$ cat src/rtl/stepper_pkg.sv
// Shared types and default timing for the dual-axis step/dir pulse generator.
package stepper_pkg;

  localparam int DEF_STEP_HIGH_CYCLES   = 50;
  localparam int DEF_STEP_PERIOD_CYCLES = 500;
  localparam int DEF_DIR_SETUP_CYCLES   = 10;
  localparam int DEF_POS_W              = 16;
  localparam int STEPS_W                = 8;

  typedef enum logic [2:0] {
    IDLE,
    DIR_SETUP,
    PULSE_HI,
    PULSE_LO,
    DONE
  } state_e;

  typedef struct packed {
    logic [STEPS_W-1:0] steps;
    logic               dir;
  } step_cmd_t;

endpackage

$ cat src/rtl/step_channel.sv
// One motor axis: remaining-step counter, step pin, registered dir pin and
// signed position, all driven by strobes from the parent sequencer.
module step_channel
  import stepper_pkg::*;
#(
  parameter int POS_W = DEF_POS_W
) (
  input  logic             clk,
  input  logic             reset_n,
  input  logic             load_i,
  input  logic [STEPS_W:0] cmd_i,
  input  logic             fire_i,
  input  logic             drop_i,
  input  logic             clear_i,
  output logic             step_o,
  output logic             dir_o,
  output logic [POS_W-1:0] pos_o,
  output logic             busy_o
);

  step_cmd_t          cmd;
  logic [STEPS_W-1:0] rem_q, rem_d;
  logic               step_q, step_d;
  logic               dir_q, dir_d;
  logic [POS_W-1:0]   pos_q, pos_d;

  assign cmd = step_cmd_t'(cmd_i);

  always_comb begin
    rem_d  = rem_q;
    step_d = step_q;
    dir_d  = dir_q;
    pos_d  = pos_q;
    if (clear_i) begin
      rem_d  = '0;
      step_d = 1'b0;
    end else if (load_i) begin
      rem_d = cmd.steps;
      dir_d = cmd.dir;
    end else if (fire_i && (rem_q != '0)) begin
      // An axis that has run out simply skips this period; its pin stays low.
      rem_d  = rem_q - 1'b1;
      step_d = 1'b1;
      pos_d  = dir_q ? (pos_q + POS_W'(1)) : (pos_q - POS_W'(1));
    end else if (drop_i) begin
      step_d = 1'b0;
    end
  end

  always_ff @(posedge clk or negedge reset_n) begin
    if (!reset_n) begin
      rem_q  <= '0;
      step_q <= 1'b0;
      dir_q  <= 1'b0;
      pos_q  <= '0;
    end else begin
      rem_q  <= rem_d;
      step_q <= step_d;
      dir_q  <= dir_d;
      pos_q  <= pos_d;
    end
  end

  assign step_o = step_q;
  assign dir_o  = dir_q;
  assign pos_o  = pos_q;
  assign busy_o = (rem_q != '0);

endmodule

$ cat src/rtl/dual_stepper_driver.sv
// Accepts one step/dir command per dataReady rising edge and plays it out on
// two axes concurrently with fixed dir-setup, step-high and step-period timing.
//
// state     | meaning
// IDLE      | stepperReady high, waiting for a dataReady rising edge
// DIR_SETUP | dir pins settled, step pins low
// PULSE_HI  | step pins high on axes that still had steps at entry
// PULSE_LO  | remainder of the step period, pins low
// DONE      | single cycle before stepperReady returns
module dual_stepper_driver
  import stepper_pkg::*;
#(
  parameter int STEP_HIGH_CYCLES   = DEF_STEP_HIGH_CYCLES,
  parameter int STEP_PERIOD_CYCLES = DEF_STEP_PERIOD_CYCLES,
  parameter int DIR_SETUP_CYCLES   = DEF_DIR_SETUP_CYCLES,
  parameter int POS_W              = DEF_POS_W
) (
  input  logic             clk,
  input  logic             reset_n,
  input  logic [7:0]       steps1,
  input  logic [7:0]       steps2,
  input  logic             dir1,
  input  logic             dir2,
  input  logic             dataReady,
  input  logic             halt,
  output logic             stepperReady,
  output logic             step1_out,
  output logic             step2_out,
  output logic             dir1_out,
  output logic             dir2_out,
  output logic [POS_W-1:0] pos1,
  output logic [POS_W-1:0] pos2,
  output logic             cmd_dropped
);

  localparam int TMR_W = $clog2(STEP_PERIOD_CYCLES + DIR_SETUP_CYCLES);
  localparam logic [TMR_W-1:0] T_SETUP = TMR_W'(DIR_SETUP_CYCLES - 1);
  localparam logic [TMR_W-1:0] T_HI    = TMR_W'(STEP_HIGH_CYCLES - 1);
  localparam logic [TMR_W-1:0] T_LO    = TMR_W'(STEP_PERIOD_CYCLES - STEP_HIGH_CYCLES - 1);

  state_e           state_q, state_d;
  logic [TMR_W-1:0] timer_q, timer_d;
  logic             dr_q;
  logic             ready_q;
  logic             dropped_q, dropped_d;
  logic             rise;
  logic             load, fire, drop, clear;
  logic             busy1, busy2, any_rem;

  assign rise    = dataReady & ~dr_q;
  assign any_rem = busy1 | busy2;

  always_comb begin
    state_d   = state_q;
    timer_d   = timer_q;
    load      = 1'b0;
    fire      = 1'b0;
    drop      = 1'b0;
    clear     = 1'b0;
    dropped_d = rise && (state_q != IDLE);
    if (state_q == IDLE) begin
      // A command arriving together with halt is discarded.
      if (rise && !halt) begin
        state_d = DIR_SETUP;
        timer_d = T_SETUP;
        load    = 1'b1;
      end
    end else if (halt) begin
      state_d = IDLE;
      timer_d = '0;
      clear   = 1'b1;
    end else begin
      unique case (state_q)
        DIR_SETUP, PULSE_LO: begin
          if (timer_q != '0) begin
            timer_d = timer_q - 1'b1;
          end else if (any_rem) begin
            state_d = PULSE_HI;
            timer_d = T_HI;
            fire    = 1'b1;
          end else begin
            state_d = DONE;
          end
        end
        PULSE_HI: begin
          if (timer_q != '0) begin
            timer_d = timer_q - 1'b1;
          end else begin
            state_d = PULSE_LO;
            timer_d = T_LO;
            drop    = 1'b1;
          end
        end
        DONE:    state_d = IDLE;
        default: state_d = IDLE;
      endcase
    end
  end

  always_ff @(posedge clk or negedge reset_n) begin
    if (!reset_n) begin
      state_q   <= IDLE;
      timer_q   <= '0;
      dr_q      <= 1'b0;
      ready_q   <= 1'b1;
      dropped_q <= 1'b0;
    end else begin
      state_q   <= state_d;
      timer_q   <= timer_d;
      dr_q      <= dataReady;
      ready_q   <= (state_d == IDLE);
      dropped_q <= dropped_d;
    end
  end

  step_channel #(.POS_W(POS_W)) u_ch1 (
    .clk     (clk),
    .reset_n (reset_n),
    .load_i  (load),
    .cmd_i   ({steps1, dir1}),
    .fire_i  (fire),
    .drop_i  (drop),
    .clear_i (clear),
    .step_o  (step1_out),
    .dir_o   (dir1_out),
    .pos_o   (pos1),
    .busy_o  (busy1)
  );

  step_channel #(.POS_W(POS_W)) u_ch2 (
    .clk     (clk),
    .reset_n (reset_n),
    .load_i  (load),
    .cmd_i   ({steps2, dir2}),
    .fire_i  (fire),
    .drop_i  (drop),
    .clear_i (clear),
    .step_o  (step2_out),
    .dir_o   (dir2_out),
    .pos_o   (pos2),
    .busy_o  (busy2)
  );

  assign stepperReady = ready_q;
  assign cmd_dropped  = dropped_q;

endmodule
$ cat config.mk
export PLATFORM = sky130hd
export DESIGN_NAME = dual_stepper_driver
export DESIGN_NICKNAME = d
export VERILOG_FILES = /design/src/rtl/stepper_pkg.sv /design/src/rtl/step_channel.sv /design/src/rtl/dual_stepper_driver.sv
export SDC_FILE = /design/constraint.sdc
export NUM_CORES = 1
export LEC_CHECK = 0
export CELL_PAD_IN_SITES_DETAIL_PLACEMENT = 0
export CELL_PAD_IN_SITES_GLOBAL_PLACEMENT = 2
export CORE_MARGIN = 4
export CORE_UTILIZATION = 36
export DETAILED_ROUTE_END_ITERATION = 10
export PLACE_DENSITY_LB_ADDON = 0.1
export SLEW_MARGIN = 20
export SYNTH_ARGS = -nofsm -noshare
export SYNTH_HDL_FRONTEND = slang
export SYNTH_SLANG_ARGS = --single-unit
$ cat constraint.sdc
create_clock -name clk -period 4.45 [get_ports clk]
set_input_delay 1.335 -clock clk [delete_from_list [all_inputs] [get_ports clk]]
set_output_delay 1.335 -clock clk [all_outputs]
set_load 0.005 [all_outputs]
# Word-level counts from Yosys, hierarchy flattened
# Index checks and enable logic that the tools add are counted.
# totals
n_memories	0
latchBits	0
ramBits	0
mem_bits_ro	0
word_cells	96
in_bits	22
register_bits	67
# op_classes
eq_ne	6
add_sub_neg	7
n_mul	0
shifts	0
bitwise	5
n_div	0
mux	42
n_lt_le_gt_ge	0
reduce_logical	23
# op_table
op	count
$mux 9	6
$mux 8	6
$add 16x1->16 const B	2
$mux 16	2
$sub 16x1->16 const B	2
$mux 1	20
$mux 3	6
$pmux 9 s2	1
$reduce_bool 8->1	2
$sub 8x1->8 const B	2
$reduce_bool 3->1	5
$reduce_and 3->1	3
$reduce_bool 9->1	1
$sub 9x1->9 const B	1
$eq 3x2->1 const B	2
$logic_not 3->1	2
$pmux 3 s2	1
$reduce_and 2->1	3
$ne 5x5->1 const B	1
$logic_and 1x1->1	4
$ne 2x1->1 const B	2
$reduce_bool 4->1	1
$eq 3x1->1 const B	1
$not 1->1	3
other kinds (4)	4

# Depth between registers and ports, before layout
# logic_depth
word_depth	11
mapped_depth	11
mapped_depth_nobuf	9

# Cells and area by module
# A second synthesis with hierarchy kept.
# unflattened
hier_cells	540
area_unflattened_um2	4795.8
# by_module_without_submodules
mod	n_inst	area_each_um2	cells_per_inst
step_channel (u_ch2)	1	1959.4	228
step_channel (u_ch1)	1	1900.6	213
dual_stepper_driver	1	935.9	99

# Worst setup path before layout
# Ideal clock, no wire load.
# synth_timing
path_kind	register to register
from	register timer_q[0]
to	register u_ch2.rem_q[5]
path_slack_ns	1.399
required_ns	4.316
arrival_time_ns	2.917
stages_incl_launch_ff	12
synth_period_minus_slack_ns	3.051
cell_sequence	dfrtp_1 inv_1 ha_1 or4b_4 or4b_1 buf_2 or3_1 buf_6 or3_4 nor4_4 xnor2_1 o31ai_2
# synth_via
elab_chain_cells	7
# synth_lines
item	line	source
from (decl)	dual_stepper_driver.sv:42	logic [TMR_W-1:0] timer_q, timer_d;
from (signal assigned)	dual_stepper_driver.sv:109	timer_q <= timer_d;
$reduce_bool 9->1	dual_stepper_driver.sv:75	if (timer_q != '0) begin
$mux 1	dual_stepper_driver.sv:75	
$mux 1	dual_stepper_driver.sv:73	unique case (state_q)
$mux 1	dual_stepper_driver.sv:68	end else if (halt) begin
$mux 1	dual_stepper_driver.sv:61	if (state_q == IDLE) begin
$logic_and 1x1->1	step_channel.sv:40	end else if (fire_i && (rem_q != '0)) begin
$reduce_bool 3->1 (no line)	n/a	
to (signal assigned)	step_channel.sv:57	rem_q <= rem_d;
to (decl)	step_channel.sv:22	logic [STEPS_W-1:0] rem_q, rem_d;
# No other way between the ends.
# A chain may end at the register's enable or synchronous reset.

# Final worst setup path
# Ends and elaborated chain as after synthesis.

==> impl_metrics.toml <==
[timing]
post-route-min-period_ns = 3.35
rsz0062_at_grt = "no"
fin_crit_sh_pct = 75.4
layout_setup_ws_ns = 1.10
relSlewSlack_pct = 42.8
tns_ns = 0
finalMaxSlewViolations = 0
setup_viol = 0
fin_hold_ws_ns = 0.472
hold_viol = 0
max_freq_mhz = 298
worstMarginPinSlew_ns = 0.836
fin_skew_ns = 0.00755

[logic_synthesis]
ys_ff_latch = 67
avgSynthCellArea_um2 = 8.81
syn_area_um2 = 4280
ys.flop_type = "dfrtp_1"
synth_edf_count = 0
synth_fp_nets = 543
ys_types = 56
yosysSeqAreaShare_pct = 39.2
async_flop_share_pct = 100
syn_inst = 486
yosys_warnings = 0

[global_routing]
antenna_found_initial = 0
grt_pass1_wl_um = 17300
gr-total-overflow = 0
grt_use_total_pct = 15.9
grt_pass1_vias = 3603
grt_max_degree = 35

[worst_hold_path]
hold_path_class = "reg2reg"

[power_and_ir_drop]
power_uw = 2100
p_leak_uw = 0.00232
pwr-share-comb_pct = 31.3
pwr-share-seq_pct = 35.6
intPower_uw = 1420
vdd_ir_drop_max_v = 0.000216
power.density_nw_per_um2 = 394
power_frac_clock_pct = 33.1
p_sw_uw = 676
p_sw_share_pct = 32.2

[routing]
wirelength_um = 10000
ant_nets = 0
via_per_inst = 5.14
drt_iter0_markers = 193
wl_per_cell_um = 14.3
drt_pass1_iterations = 4
drc = 0
vias = 3585

[worst_setup_path]
worstSetupStartpointType = "flip-flop"
critPathMaxFanout = 18
arrival_ns = 3.60
end_kind = "flip-flop"
crit_type = "reg2reg"
cp.required_ns = 4.69

[placement]
hpwl_um = 7310
place_congestion = 0.775
post-place-ws_ns = 0.895
post-place-cells = 681
numPortBuffers = 59

[job]
maxCapViolations = 0

[floorplanning]
dieArea_um2 = 13700
core_um2 = 11500
die_height_um = 117
die_w_um = 117
io_pins = 60
rows = 39
initial_core_util_pct = 37.2

[clock_tree]
clk_latency_ns = 0.34
ctsResizeCount = 0
path_clk_slew_ns = 0.06
root_buffer = "clkbuf_16"
htreeDepth = 3
cts_made_buffers = 9
clk_path_buf_depth = 2
cts.sinks = 67
cts_setup_buffers = 0
cts_tree = "yes"
hold_buffers = 0

[final_layout]
synthToLayoutAreaGrowth_pct = 24.7
drive_gt1_share_pct = 5.42
fillers = 1159
nets = 606
fin_cells = 697
regArea_um2 = 1680
antenna_cells = 0
multi_input_comb_area_um2 = 2470

[run_status]
status = "finished clean"
## cell usage in the layout (no fill, tap or decap), types with 3 or more instances in the layout
cell             synthesis  final
o211ai_1                 3      3
clkbuf_1                13      4
o21ai_1                  4      4
a211oi_1                 4      4
nor2_1                  42     42
nor3_1                  16     15
dfrtp_1                 66     66
clkbuf_16                0      9
a21o_1                   7      7
inv_1                   18     18
nand3_1                  5      5
nand2b_1                 3      3
xnor2_1                 25     25
a31oi_1                  4      4
o21ai_0                 61     61
or3_1                    5      5
xor2_1                  17     17
o31ai_1                  7      7
or4_1                    5      5
nand2_1                 67     67
o21bai_1                 5      5
ha_1                    33     33
clkdlybuf4s50_1          0     58
a21oi_1                 34     34
buf_4                    0      7
## final timing paths
kind	depth (start not counted)	start	end	slack [ns]
setup / recovery	10	timer_q[0]$_DFFE_PN0P_	u_ch2.rem_q[5]$_DFFE_PN0P_	1.10
hold / removal	1	u_ch2.pos_o[15]$_DFFE_PN0P_	u_ch2.pos_o[15]$_DFFE_PN0P_	0.47
setup reg to reg	10	timer_q[0]$_DFFE_PN0P_	u_ch2.rem_q[5]$_DFFE_PN0P_	1.10
hold reg to reg	1	u_ch2.pos_o[15]$_DFFE_PN0P_	u_ch2.pos_o[15]$_DFFE_PN0P_	0.47
max in group asynchronous	2	reset_n	u_ch2.pos_o[0]$_DFFE_PN0P_	2.68
min in group asynchronous	1	reset_n	u_ch1.pos_o[9]$_DFFE_PN0P_	1.10
## flip-flops by register name, indices dropped and copies added, names as in the netlist
register / cells
u_ch2.dir_o: 1
dr_q: 1
stepperReady: 1
state_q: 3
u_ch1.dir_o: 1
cmd_dropped: 1
u_ch2.step_o: 1
u_ch2.rem_q: 8
u_ch1.rem_q: 8
u_ch2.pos_o: 16
u_ch1.pos_o: 16
timer_q: 9
u_ch1.step_o: 1
## critical path: stages, from the launching register on
cell and delay (ns):
dfrtp_1 0.39, inv_1 0.08, ha_1 0.19, or4b_4 0.51, or4b_1 0.66, or3_1 0.43
buf_4 0.21, or3_4 0.36, nor4_4 0.14, xnor2_1 0.11, o31ai_2 0.18
## routing by layer
layer	routed length (µm)	global-route usage, %	part of all wire [%]	up-vias
met5	0	0	0	-
met4	131	4.82	1.3	0
met3	314	4.27	3.1	12
met2	4530	25.0	45	49
met1	5020	21.4	50	1668
li1	-	-	-	1856
## stage by stage
step | cell area, µm² | utilization, %
6_report | 5340 | 46.3
5_1_grt | 5340 | 46.3
4_1_cts | 5340 | 46.3
3_5_place_dp | 5060 | 43.9
3_3_place_gp | 5060 | 43.9
2_1_floorplan | 4280 | -
## layout make-up
class / count / share of cell area, %
clock inverter: 3 / 0.750
multi-input combinational: 386 / 46.4
tap: 143 / 3.35
sequential: 67 / 31.4
timing repair buffer: 67 / 12.3
inverter: 18 / 1.27
clock buffer: 13 / 4.50
## power groups by stage
stage / combinational [µW] / clock, µW / sequential, µW
floorplan: 455 / 0 / 746
global placement: 657 / 0 / 759
detailed placement: 661 / 0 / 759
CTS: 666 / 722 / 749
global route: 754 / 743 / 760
finish: 657 / 695 / 748
## cells in the mapped netlist, types with 2 or more instances
| cell | instances | area [µm²] |
|---|---|---|
| o21bai_1 | 5 | 37.5 |
| and3_1 | 2 | 12.5 |
| o21ai_1 | 4 | 20.0 |
| a21o_1 | 7 | 52.6 |
| fa_1 | 2 | 40.0 |
| o211ai_1 | 3 | 22.5 |
| a211oi_1 | 4 | 30.0 |
| o22ai_1 | 2 | 12.5 |
| nor2_1 | 42 | 158 |
| ha_1 | 33 | 413 |
| a21oi_1 | 34 | 170 |
| o311ai_0 | 2 | 17.5 |
| nor4_1 | 2 | 12.5 |
| inv_1 | 18 | 67.6 |
| o21ai_0 | 61 | 305 |
| xnor2_1 | 25 | 219 |
| or4_1 | 5 | 37.5 |
| nand2b_1 | 3 | 18.8 |
| a21boi_0 | 2 | 15.0 |
| nand3_1 | 5 | 25.0 |
| dfrtp_1 | 66 | 1650 |
| a31oi_1 | 4 | 25.0 |
| clkbuf_1 | 13 | 48.8 |
| nor3_1 | 16 | 80.1 |
| nor4b_1 | 2 | 17.5 |
| xor2_1 | 17 | 149 |
| o21a_1 | 2 | 15.0 |
| o31ai_1 | 7 | 52.6 |
| nand2_1 | 67 | 251 |
| or3_1 | 5 | 31.3 |
## logic make-up (layout without fill, tap and decap cells)
logic type               Yosys count  after routing  share of synthesized area [%]
flip-flops                        67             67                           39.2
multiplexers                       1              1                          0.263
adder cells (fa/ha/maj)           35             35                           10.6
AND/OR/NAND/NOR                  158            158                           17.3
AO/OA/AOI/OAI                    150            150                           20.9
buffers and inverters             33            101                           3.10
XOR/XNOR                          42             42                           8.59
No activity file was read; power rests on OpenSTA's default activity.
